`src/rtl/shift_pkg.sv`:
```
// Shared encodings and helpers for the pipelined barrel shifter.
package shift_pkg;

    typedef enum logic [1:0] {
        SH_LSL = 2'b00,
        SH_LSR = 2'b01,
        SH_ASR = 2'b10,
        SH_ROR = 2'b11
    } shift_type_e;

    // in_op[MODE_BIT] = 1 selects register-amount semantics, 0 immediate.
    localparam int MODE_BIT = 0;

    function automatic int pipe_latency(input int data_w);
        return $clog2(data_w) + 1;
    endfunction

endpackage

```
`src/rtl/shift_stage.sv`:
```
// One registered barrel-shifter level: shifts by 2**LEVEL when that amount bit is set.
module shift_stage
    import shift_pkg::*;
#(
    parameter int DATA_W = 32,
    parameter int TAG_W  = 4,
    parameter int LOG    = 5,
    parameter int LEVEL  = 0
) (
    input  logic              clk,
    input  logic              rst,
    input  logic              flush,
    input  logic              en,
    input  logic              in_valid,
    input  shift_type_e       in_type,
    input  logic [LOG-1:0]    in_shamt,
    input  logic [DATA_W-1:0] in_data,
    input  logic              in_carry,
    input  logic [TAG_W-1:0]  in_tag,
    output logic              out_valid,
    output shift_type_e       out_type,
    output logic [LOG-1:0]    out_shamt,
    output logic [DATA_W-1:0] out_data,
    output logic              out_carry,
    output logic [TAG_W-1:0]  out_tag
);

    localparam int SHIFT = 1 << LEVEL;

    logic [DATA_W-1:0] shifted;
    logic [DATA_W-1:0] nxt_data;

    always_comb begin
        shifted = in_data;
        case (in_type)
            SH_LSL:  shifted = in_data << SHIFT;
            SH_LSR:  shifted = in_data >> SHIFT;
            SH_ASR:  shifted = DATA_W'($signed(in_data) >>> SHIFT);
            SH_ROR:  shifted = (in_data >> SHIFT) | (in_data << (DATA_W - SHIFT));
            default: shifted = in_data;
        endcase
    end

    assign nxt_data = in_shamt[LEVEL] ? shifted : in_data;

    // Carry was resolved at decode; it only rides along here.
    always_ff @(posedge clk or posedge rst) begin
        if (rst) begin
            out_valid <= 1'b0;
            out_type  <= SH_LSL;
            out_shamt <= '0;
            out_data  <= '0;
            out_carry <= 1'b0;
            out_tag   <= '0;
        end else begin
            if (flush)
                out_valid <= 1'b0;
            else if (en)
                out_valid <= in_valid;
            if (en) begin
                out_type  <= in_type;
                out_shamt <= in_shamt;
                out_data  <= nxt_data;
                out_carry <= in_carry;
                out_tag   <= in_tag;
            end
        end
    end

endmodule

```
`src/rtl/barrel_shift_pipe.sv`:
```
// Pipelined barrel shifter: stage 0 decodes amount/type and resolves carry and
// edge cases, then log2(DATA_W) registered levels perform the actual shift.
module barrel_shift_pipe
    import shift_pkg::*;
#(
    parameter int DATA_W = 32,
    parameter int AMT_W  = 8,
    parameter int TAG_W  = 4
) (
    input  logic              clk,
    input  logic              rst,
    input  logic              flush,
    input  logic              in_valid,
    output logic              in_ready,
    input  logic [2:0]        in_op,
    input  logic [DATA_W-1:0] in_data,
    input  logic [AMT_W-1:0]  in_amt,
    input  logic              in_carry,
    input  logic [TAG_W-1:0]  in_tag,
    output logic              out_valid,
    input  logic              out_ready,
    output logic [DATA_W-1:0] out_data,
    output logic              out_carry,
    output logic [TAG_W-1:0]  out_tag
);

    localparam int LOG = pipe_latency(DATA_W) - 1;

    // Handshake: a transfer happens on a rising edge where valid && ready.
    // The whole pipe advances unless the output holds an unaccepted result,
    // so in_ready is simply the global advance enable.
    logic en;
    assign en       = !(out_valid && !out_ready);
    assign in_ready = en;

    shift_type_e       in_type;
    logic              msb;
    logic              amt_zero;
    logic              amt_lt_w;
    logic              amt_eq_w;
    logic [LOG-1:0]    amt_lo;
    logic [LOG-1:0]    idx_lsl;
    logic [LOG-1:0]    idx_rsh;

    assign in_type  = shift_type_e'(in_op[2:1]);
    assign msb      = in_data[DATA_W-1];
    assign amt_zero = (in_amt == '0);
    assign amt_lt_w = (in_amt < AMT_W'(DATA_W));
    assign amt_eq_w = (in_amt == AMT_W'(DATA_W));
    assign amt_lo   = in_amt[LOG-1:0];
    assign idx_lsl  = LOG'(0) - amt_lo;
    assign idx_rsh  = amt_lo - LOG'(1);

    shift_type_e       d_type;
    logic [LOG-1:0]    d_shamt;
    logic [DATA_W-1:0] d_data;
    logic              d_carry;

    // Out-of-range and zero-amount cases are folded into a substituted operand
    // with a zero shift, so the levels only ever see amounts below DATA_W.
    always_comb begin
        d_type  = SH_LSL;
        d_shamt = '0;
        d_data  = in_data;
        d_carry = in_carry;
        if (amt_zero) begin
            if (!in_op[MODE_BIT]) begin
                case (in_type)
                    SH_LSR: begin d_data = '0; d_carry = msb; end
                    SH_ASR: begin d_data = {DATA_W{msb}}; d_carry = msb; end
                    SH_ROR: begin d_data = {in_carry, in_data[DATA_W-1:1]}; d_carry = in_data[0]; end
                    default: ;
                endcase
            end
        end else begin
            case (in_type)
                SH_LSL: begin
                    if (amt_lt_w) begin
                        d_type = SH_LSL; d_shamt = amt_lo; d_carry = in_data[idx_lsl];
                    end else begin
                        d_data = '0; d_carry = amt_eq_w ? in_data[0] : 1'b0;
                    end
                end
                SH_LSR: begin
                    if (amt_lt_w) begin
                        d_type = SH_LSR; d_shamt = amt_lo; d_carry = in_data[idx_rsh];
                    end else begin
                        d_data = '0; d_carry = amt_eq_w ? msb : 1'b0;
                    end
                end
                SH_ASR: begin
                    if (amt_lt_w) begin
                        d_type = SH_ASR; d_shamt = amt_lo; d_carry = in_data[idx_rsh];
                    end else begin
                        d_data = {DATA_W{msb}}; d_carry = msb;
                    end
                end
                default: begin
                    if (amt_lo == '0) begin
                        d_carry = msb;
                    end else begin
                        d_type = SH_ROR; d_shamt = amt_lo; d_carry = in_data[idx_rsh];
                    end
                end
            endcase
        end
    end

    logic              s0_valid;
    shift_type_e       s0_type;
    logic [LOG-1:0]    s0_shamt;
    logic [DATA_W-1:0] s0_data;
    logic              s0_carry;
    logic [TAG_W-1:0]  s0_tag;

    always_ff @(posedge clk or posedge rst) begin
        if (rst) begin
            s0_valid <= 1'b0;
            s0_type  <= SH_LSL;
            s0_shamt <= '0;
            s0_data  <= '0;
            s0_carry <= 1'b0;
            s0_tag   <= '0;
        end else begin
            if (flush)
                s0_valid <= 1'b0;
            else if (en)
                s0_valid <= in_valid;
            if (en) begin
                s0_type  <= d_type;
                s0_shamt <= d_shamt;
                s0_data  <= d_data;
                s0_carry <= d_carry;
                s0_tag   <= in_tag;
            end
        end
    end

    logic              st_valid [0:LOG];
    shift_type_e       st_type  [0:LOG];
    logic [LOG-1:0]    st_shamt [0:LOG];
    logic [DATA_W-1:0] st_data  [0:LOG];
    logic              st_carry [0:LOG];
    logic [TAG_W-1:0]  st_tag   [0:LOG];

    assign st_valid[0] = s0_valid;
    assign st_type[0]  = s0_type;
    assign st_shamt[0] = s0_shamt;
    assign st_data[0]  = s0_data;
    assign st_carry[0] = s0_carry;
    assign st_tag[0]   = s0_tag;

    for (genvar k = 1; k <= LOG; k++) begin : g_stage
        shift_stage #(
            .DATA_W (DATA_W),
            .TAG_W  (TAG_W),
            .LOG    (LOG),
            .LEVEL  (k - 1)
        ) u_stage (
            .clk       (clk),
            .rst       (rst),
            .flush     (flush),
            .en        (en),
            .in_valid  (st_valid[k-1]),
            .in_type   (st_type[k-1]),
            .in_shamt  (st_shamt[k-1]),
            .in_data   (st_data[k-1]),
            .in_carry  (st_carry[k-1]),
            .in_tag    (st_tag[k-1]),
            .out_valid (st_valid[k]),
            .out_type  (st_type[k]),
            .out_shamt (st_shamt[k]),
            .out_data  (st_data[k]),
            .out_carry (st_carry[k]),
            .out_tag   (st_tag[k])
        );
    end

    assign out_valid = st_valid[LOG];
    assign out_data  = st_data[LOG];
    assign out_carry = st_carry[LOG];
    assign out_tag   = st_tag[LOG];

endmodule
```
`config.mk`:
```
export PLATFORM = sky130hd
export DESIGN_NAME = barrel_shift_pipe
export DESIGN_NICKNAME = d
export VERILOG_FILES = /design/src/rtl/shift_pkg.sv /design/src/rtl/shift_stage.sv /design/src/rtl/barrel_shift_pipe.sv
export SDC_FILE = /design/constraint.sdc
export NUM_CORES = 1
export LEC_CHECK = 0
export CELL_PAD_IN_SITES_DETAIL_PLACEMENT = 0
export CELL_PAD_IN_SITES_GLOBAL_PLACEMENT = 1
export CORE_ASPECT_RATIO = 1.1
export CORE_MARGIN = 10
export CORE_UTILIZATION = 49
export CTS_BUF_LIST = sky130_fd_sc_hd__clkbuf_2
export DETAILED_ROUTE_END_ITERATION = 6
export GPL_TIMING_DRIVEN = 0
export MAX_ROUTING_LAYER = met4
export PLACE_DENSITY_LB_ADDON = 0.1
export SLEW_MARGIN = 20
export SYNTH_ARGS = -nofsm -noshare
export SYNTH_HDL_FRONTEND = slang
export SYNTH_HIERARCHICAL = 1
export SYNTH_SLANG_ARGS = --single-unit
```
`constraint.sdc`:
```
create_clock -name clk -period 3.15 [get_ports clk]
set_input_delay 0.63 -clock clk [delete_from_list [all_inputs] [get_ports clk]]
set_output_delay 0.63 -clock clk [all_outputs]
set_load 0.01 [all_outputs]
```
* After elaboration in Yosys (flattened, before gate mapping)
Cells that the tools add are included.
** Storage, ports and cells
- Register bits :: 263
- Input bits :: 53
- Output and inout port bits :: 39
- Logic and storage cells :: 129
** Operators by class
- Add/subtract/negate cells :: 2
- $lt $le $gt $ge :: 3
- Equal/unequal tests :: 20
- Muxes and demuxes :: 51
- Bitwise logic cells :: 5
- Reduce and logical (&&, ||, !) cells :: 14
** Operators by type and width (number)
- one-hot mux 32 bit (4 select lines) :: 5
- two-way mux 32 bit :: 8
- one-hot mux 32 bit (3 select lines) :: 1
- one-hot mux 32 bit (2 select lines) :: 1
- OR 16 x 32 -> 32 bit :: 1
- OR 24 x 32 -> 32 bit :: 1
- OR 28 x 32 -> 32 bit :: 1
- OR 30 x 32 -> 32 bit :: 1
- OR 31 x 32 -> 32 bit :: 1
- two-way mux 31 bit :: 1
- == test 2 bit, second input constant :: 12
- two-way mux 1 bit :: 23
- two-way mux 5 bit :: 4
- == test 2 x 1 -> 1 bit, second input constant :: 6
- logical NOT 2 bit :: 6
- less-than comparator 5 x 6 -> 1 bit, second input constant :: 2
- binary-select mux 1 bit (select 5 bit) :: 2
- == test 8 x 6 -> 1 bit, second input constant :: 1
- logical NOT 8 bit :: 1
- less-than comparator 8 x 6 -> 1 bit, second input constant :: 1
- two-way mux 2 bit :: 3
- one-hot mux 2 bit (3 select lines) :: 1
- logical NOT 5 bit :: 1
- subtractor 1 x 5 -> 5 bit, first input constant :: 1
- 8 further kinds :: 10

* Depth between registers and ports, before layout
- Depth in word-level cells :: 6
- Mapped depth :: 13

* Modules after synthesis
The synthesis kept the hierarchy.
** Modules (own cells, without submodules)
- barrel_shift_pipe :: times used 1, cells each 411, area each 3321.9 um^2, sequential area each 1126.1 um^2
- shift_stage at g_stage[2].u_stage :: times used 1, cells each 212, area each 2275.9 um^2, sequential area each 1126.1 um^2
- shift_stage at g_stage[4].u_stage :: times used 1, cells each 221, area each 2267.2 um^2, sequential area each 1126.1 um^2
- shift_stage at g_stage[3].u_stage :: times used 1, cells each 216, area each 2260.9 um^2, sequential area each 1126.1 um^2
- shift_stage at g_stage[1].u_stage :: times used 1, cells each 208, area each 2255.9 um^2, sequential area each 1126.1 um^2
- shift_stage at g_stage[5].u_stage :: times used 1, cells each 193, area each 2063.2 um^2, sequential area each 1126.1 um^2

* Least setup slack after synthesis
Ideal clock, no wire load.
- Kind :: in2reg
- Start :: input port in_amt[0]
- End :: register s0_carry
- Data arrival time :: 2630 ps
- Required time :: 3021 ps
- Path slack :: 392 ps
- Stages :: 12
- Buffers on the path :: 4
- Cell sequence :: buf_6 > buf_2 > inv_1 > ha_1 > buf_2 > buf_2 > mux4_2 > a2111oi_0 > a31oi_1 > nand2_1 > a31o_1 > a31oi_1
** Between the ends
- Longest elaborated chain between the ends :: 6
** Ends and longest elaborated chain
- start: declaration :: RTL line barrel_shift_pipe.sv:17 : input logic [AMT_W-1:0] in_amt,
- subtractor 5 x 1 -> 5 bit / subtractor 1 x 5 -> 5 bit (equally long branches) :: RTL line barrel_shift_pipe.sv:52, barrel_shift_pipe.sv:51
- binary-select mux 1 bit (select 5 bit) (on tied branches)
- two-way mux 1 bit (on tied branches) (2 in series)
- one-hot mux 1 bit (3 select lines) :: RTL line barrel_shift_pipe.sv:76 : case (in_type)
- two-way mux 1 bit (*) :: RTL line barrel_shift_pipe.sv:66 : if (amt_zero) begin
- end signal: assignment :: RTL line barrel_shift_pipe.sv:133 : s0_carry <= d_carry;
- end: declaration :: RTL line barrel_shift_pipe.sv:113 : logic s0_carry;
Mark *: on every way between the ends. The rest lies on a longest branch, timed or not. The select of a mux whose other input is x is not followed.
A chain may end at the register's enable or synchronous reset.

* Worst setup path after layout
- Start :: register g_stage[5].u_stage.out_valid
- End :: output port in_ready
** Between the ends
- Longest elaborated chain between the ends :: 2
** Ends and longest elaborated chain
- start: declaration :: RTL line shift_stage.sv:20 : output logic out_valid,
- start signal: assignment :: RTL line shift_stage.sv:59 : out_valid <= in_valid;
- logical AND 1 bit :: RTL line barrel_shift_pipe.sv:33 : assign en = !(out_valid && !out_ready);
- logical NOT 1 bit :: RTL line barrel_shift_pipe.sv:33
- end: declaration :: RTL line barrel_shift_pipe.sv:14 : output logic in_ready,
Every way passes these cells.

==> results.md <==
- Drt pass-1 iters: 5
- Fin cells: 1995
- Vias in the first global route: 11970
- CTS Sinks: 253
- Crit Path Max Fanout: 25
- Initial Util: 0.4966
- H-tree level count: 3
- Core Util, Final: 0.5706
- RSZ-0062 raised after global routing: no
- Setup ws final: 199.0 ps
- Postcts setup bufs: 0
- Outcome: finished clean
- Routability congestion estimate: 0.9402
- Worst slew pin tran: 778.2 ps
- Syn nets: 1483
- Pre-CTS setup slack: -337.4 ps
- FF-to-FF Start: g_stage[5].u_stage/out_valid$_DFFE_PP0P_
- Dpl cells: 1882
- GRT Overall Usage: 0.2392
- Setup-failing EPs final: 0
- Clock transition at the registers of the reported paths: 100 ps
- Setup tns final: 0 ps
- Final Hold Viols: 0
- YS warnings: 6
- WL met3: 1748 um
- Met1 wire length: 17330 um
- First-pass GRT wire length: 66830 um
- CTS Buf Count: 67
- Critical Path End Type: output port
- Hold Path Class: in2async
- Initial DRC Count: 652
- Routed WL per cell: 21.07 um
- PwrDens: 509.8 mW/mm^2
- CORE AREA: 0.02787 mm^2
- Longest Clk Path Bufs: 3
- Synth Instances: 1423
- Worst flop-to-flop path endpoint: g_stage[3].u_stage/out_data[9]$_DFFE_PP0P_
- Worst Reg-to-Reg Cells: 9
- Routed vias: 11630
- Clock Latency Late Sink: 820 ps
- Relative slew slack: 0.4799
- Crit path from: g_stage[5].u_stage/out_valid$_DFFE_PP0P_
- Highest routed layer: met4
- CTS tree: yes
- Final Cycle Share: 0.9368
- Fraction of layout cells with a size suffix above 1: 0.1551
- Post-CTS sizing: 6
- Max-cap violations: 0
- Drc violations: 0
- Via density: 5.829
- Final hold slack: 257.7 ps
- Die area: 0.03537 mm^2
- Crit path time final: 2951 ps
- Hpwl dp: 32010 um
- Layout area overhead: 14.91%
- R2R Setup Slk: 840 ps
- Nets: 1648
- Die W: 180.2 um
- Critical path arrival: 2320 ps
- Fmax achieved: 338.9 MHz
- Largest net degree at the start of global routing: 36
- Worst Clk Skew: 65.72 ps
- Critical Path RT: 2520 ps
- Die height: 196.3 um
- Io pins: 92
- Leakage power: 7.014 nW
- Drt total wl: 42040 um
- Critical path class: reg2out
- Row count: 64
- Initial antenna violation count: 1
- Antenna Nets Post-Route: 0
- # fillers: 2604
- Final Max Slew Viols: 0
- Port Buffer Count: 90
- Synthesized area per cell: 9.725 um^2
- Global route overflow: 0
- Worst Setup Start Kind: flip-flop
- Post-synthesis cell area: 0.01384 mm^2
- Metal2 WL: 21450 um
- VDD IR max: 243.6 uV
- Clk root buf: clkbuf_2
- CTS Hold Bufs: 0
- Worst Setup EP: in_ready
-- layer usage --
layer	global-route usage	up-vias
met5	-	-
met4	0.1000	0
met3	0.03736	90
met2	0.4144	361
met1	0.2713	5683
li1	-	5494
-- through the flow --
| stage | cell area, um^2 | power, mW |
|---|---|---|
| 2_1_floorplan | 13840 | 5.151 |
| 3_3_place_gp | 15190 | 5.908 |
| 3_5_place_dp | 15310 | 5.964 |
| 4_1_cts | 15900 | 8.183 |
| 5_1_grt | 15900 | 8.567 |
| 6_report | 15900 | 8.107 |
-- registers in the layout, summed over array words and instances, names as in the netlist --
register / cells
s0_tag: 4
g_stage.u_stage/out_carry: 5
g_stage.u_stage/out_type: 8
g_stage.u_stage/out_tag: 20
s0_carry: 1
s0_type: 2
s0_shamt: 5
g_stage.u_stage/out_valid: 5
g_stage.u_stage/out_shamt: 10
g_stage.u_stage/out_data: 160
s0_data: 32
s0_valid: 1
-- critical path, stage by stage, from the launching register on --
cell and delay, ps:
dfrtp_1 390, nor2b_1 230, clkbuf_2 260, inv_4 110, clkbuf_16 220, dlygate4sd2_1 310
-- report_power, final --
group          internal (mW)  switching, mW
clock network          0.837           1.36
registers               3.68          0.534
logic                  0.868          0.832
-- layout make-up --
type	instances	area (um^2)	share of cell area
clock buffer	87	435.4	0.02738
multi-input combinational	1026	6720	0.4226
clock inverter	25	126.4	0.007947
tap	363	454.2	0.02856
buffer	112	689.4	0.04336
antenna	1	2.502	0.0001574
inverter	32	122.6	0.007711
timing repair buffer	96	1020	0.06413
sequential	253	6331	0.3981
-- placed cells by master, fill, tap and decap left out, types with 11 or more instances in the layout --
cell               n
o21ai_0           67
buf_4             11
clkbuf_2          93
o22ai_1           21
buf_6             17
mux2_2            59
and2_1            14
nand2_1           39
clkinv_1          19
dfrtp_1          253
nor2b_1          107
clkbuf_1          39
o221ai_1          16
buf_2             35
o21ai_1           80
a31oi_1           53
a21oi_1          182
nand4b_1          15
a22oi_1           16
or3_1             31
inv_1             24
nor2_1           130
clkdlybuf4s50_1   89
mux2i_1          108
-- worst min path at each step --
stage | depth (start not counted) | slack [ps] | start | endpoint
3_3_place_gp | 2 | 460 | s0_tag[1]$_DFFE_PP0N_ | s0_tag[1]$_DFFE_PP0N_
4_1_cts | 2 | 210 | rst | g_stage[4].u_stage/out_shamt[4]$_DFFE_PP0P_
3_5_place_dp | 2 | 460 | s0_tag[0]$_DFFE_PP0N_ | s0_tag[0]$_DFFE_PP0N_
2_1_floorplan | 2 | 430 | s0_tag[0]$_DFFE_PP0N_ | s0_tag[0]$_DFFE_PP0N_
5_1_grt | 2 | 220 | rst | g_stage[4].u_stage/out_tag[2]$_DFFE_PP0P_
6_report | 2 | 260 | rst | g_stage[4].u_stage/out_tag[2]$_DFFE_PP0P_
Note: power is estimated with default switching activity, not from simulation.
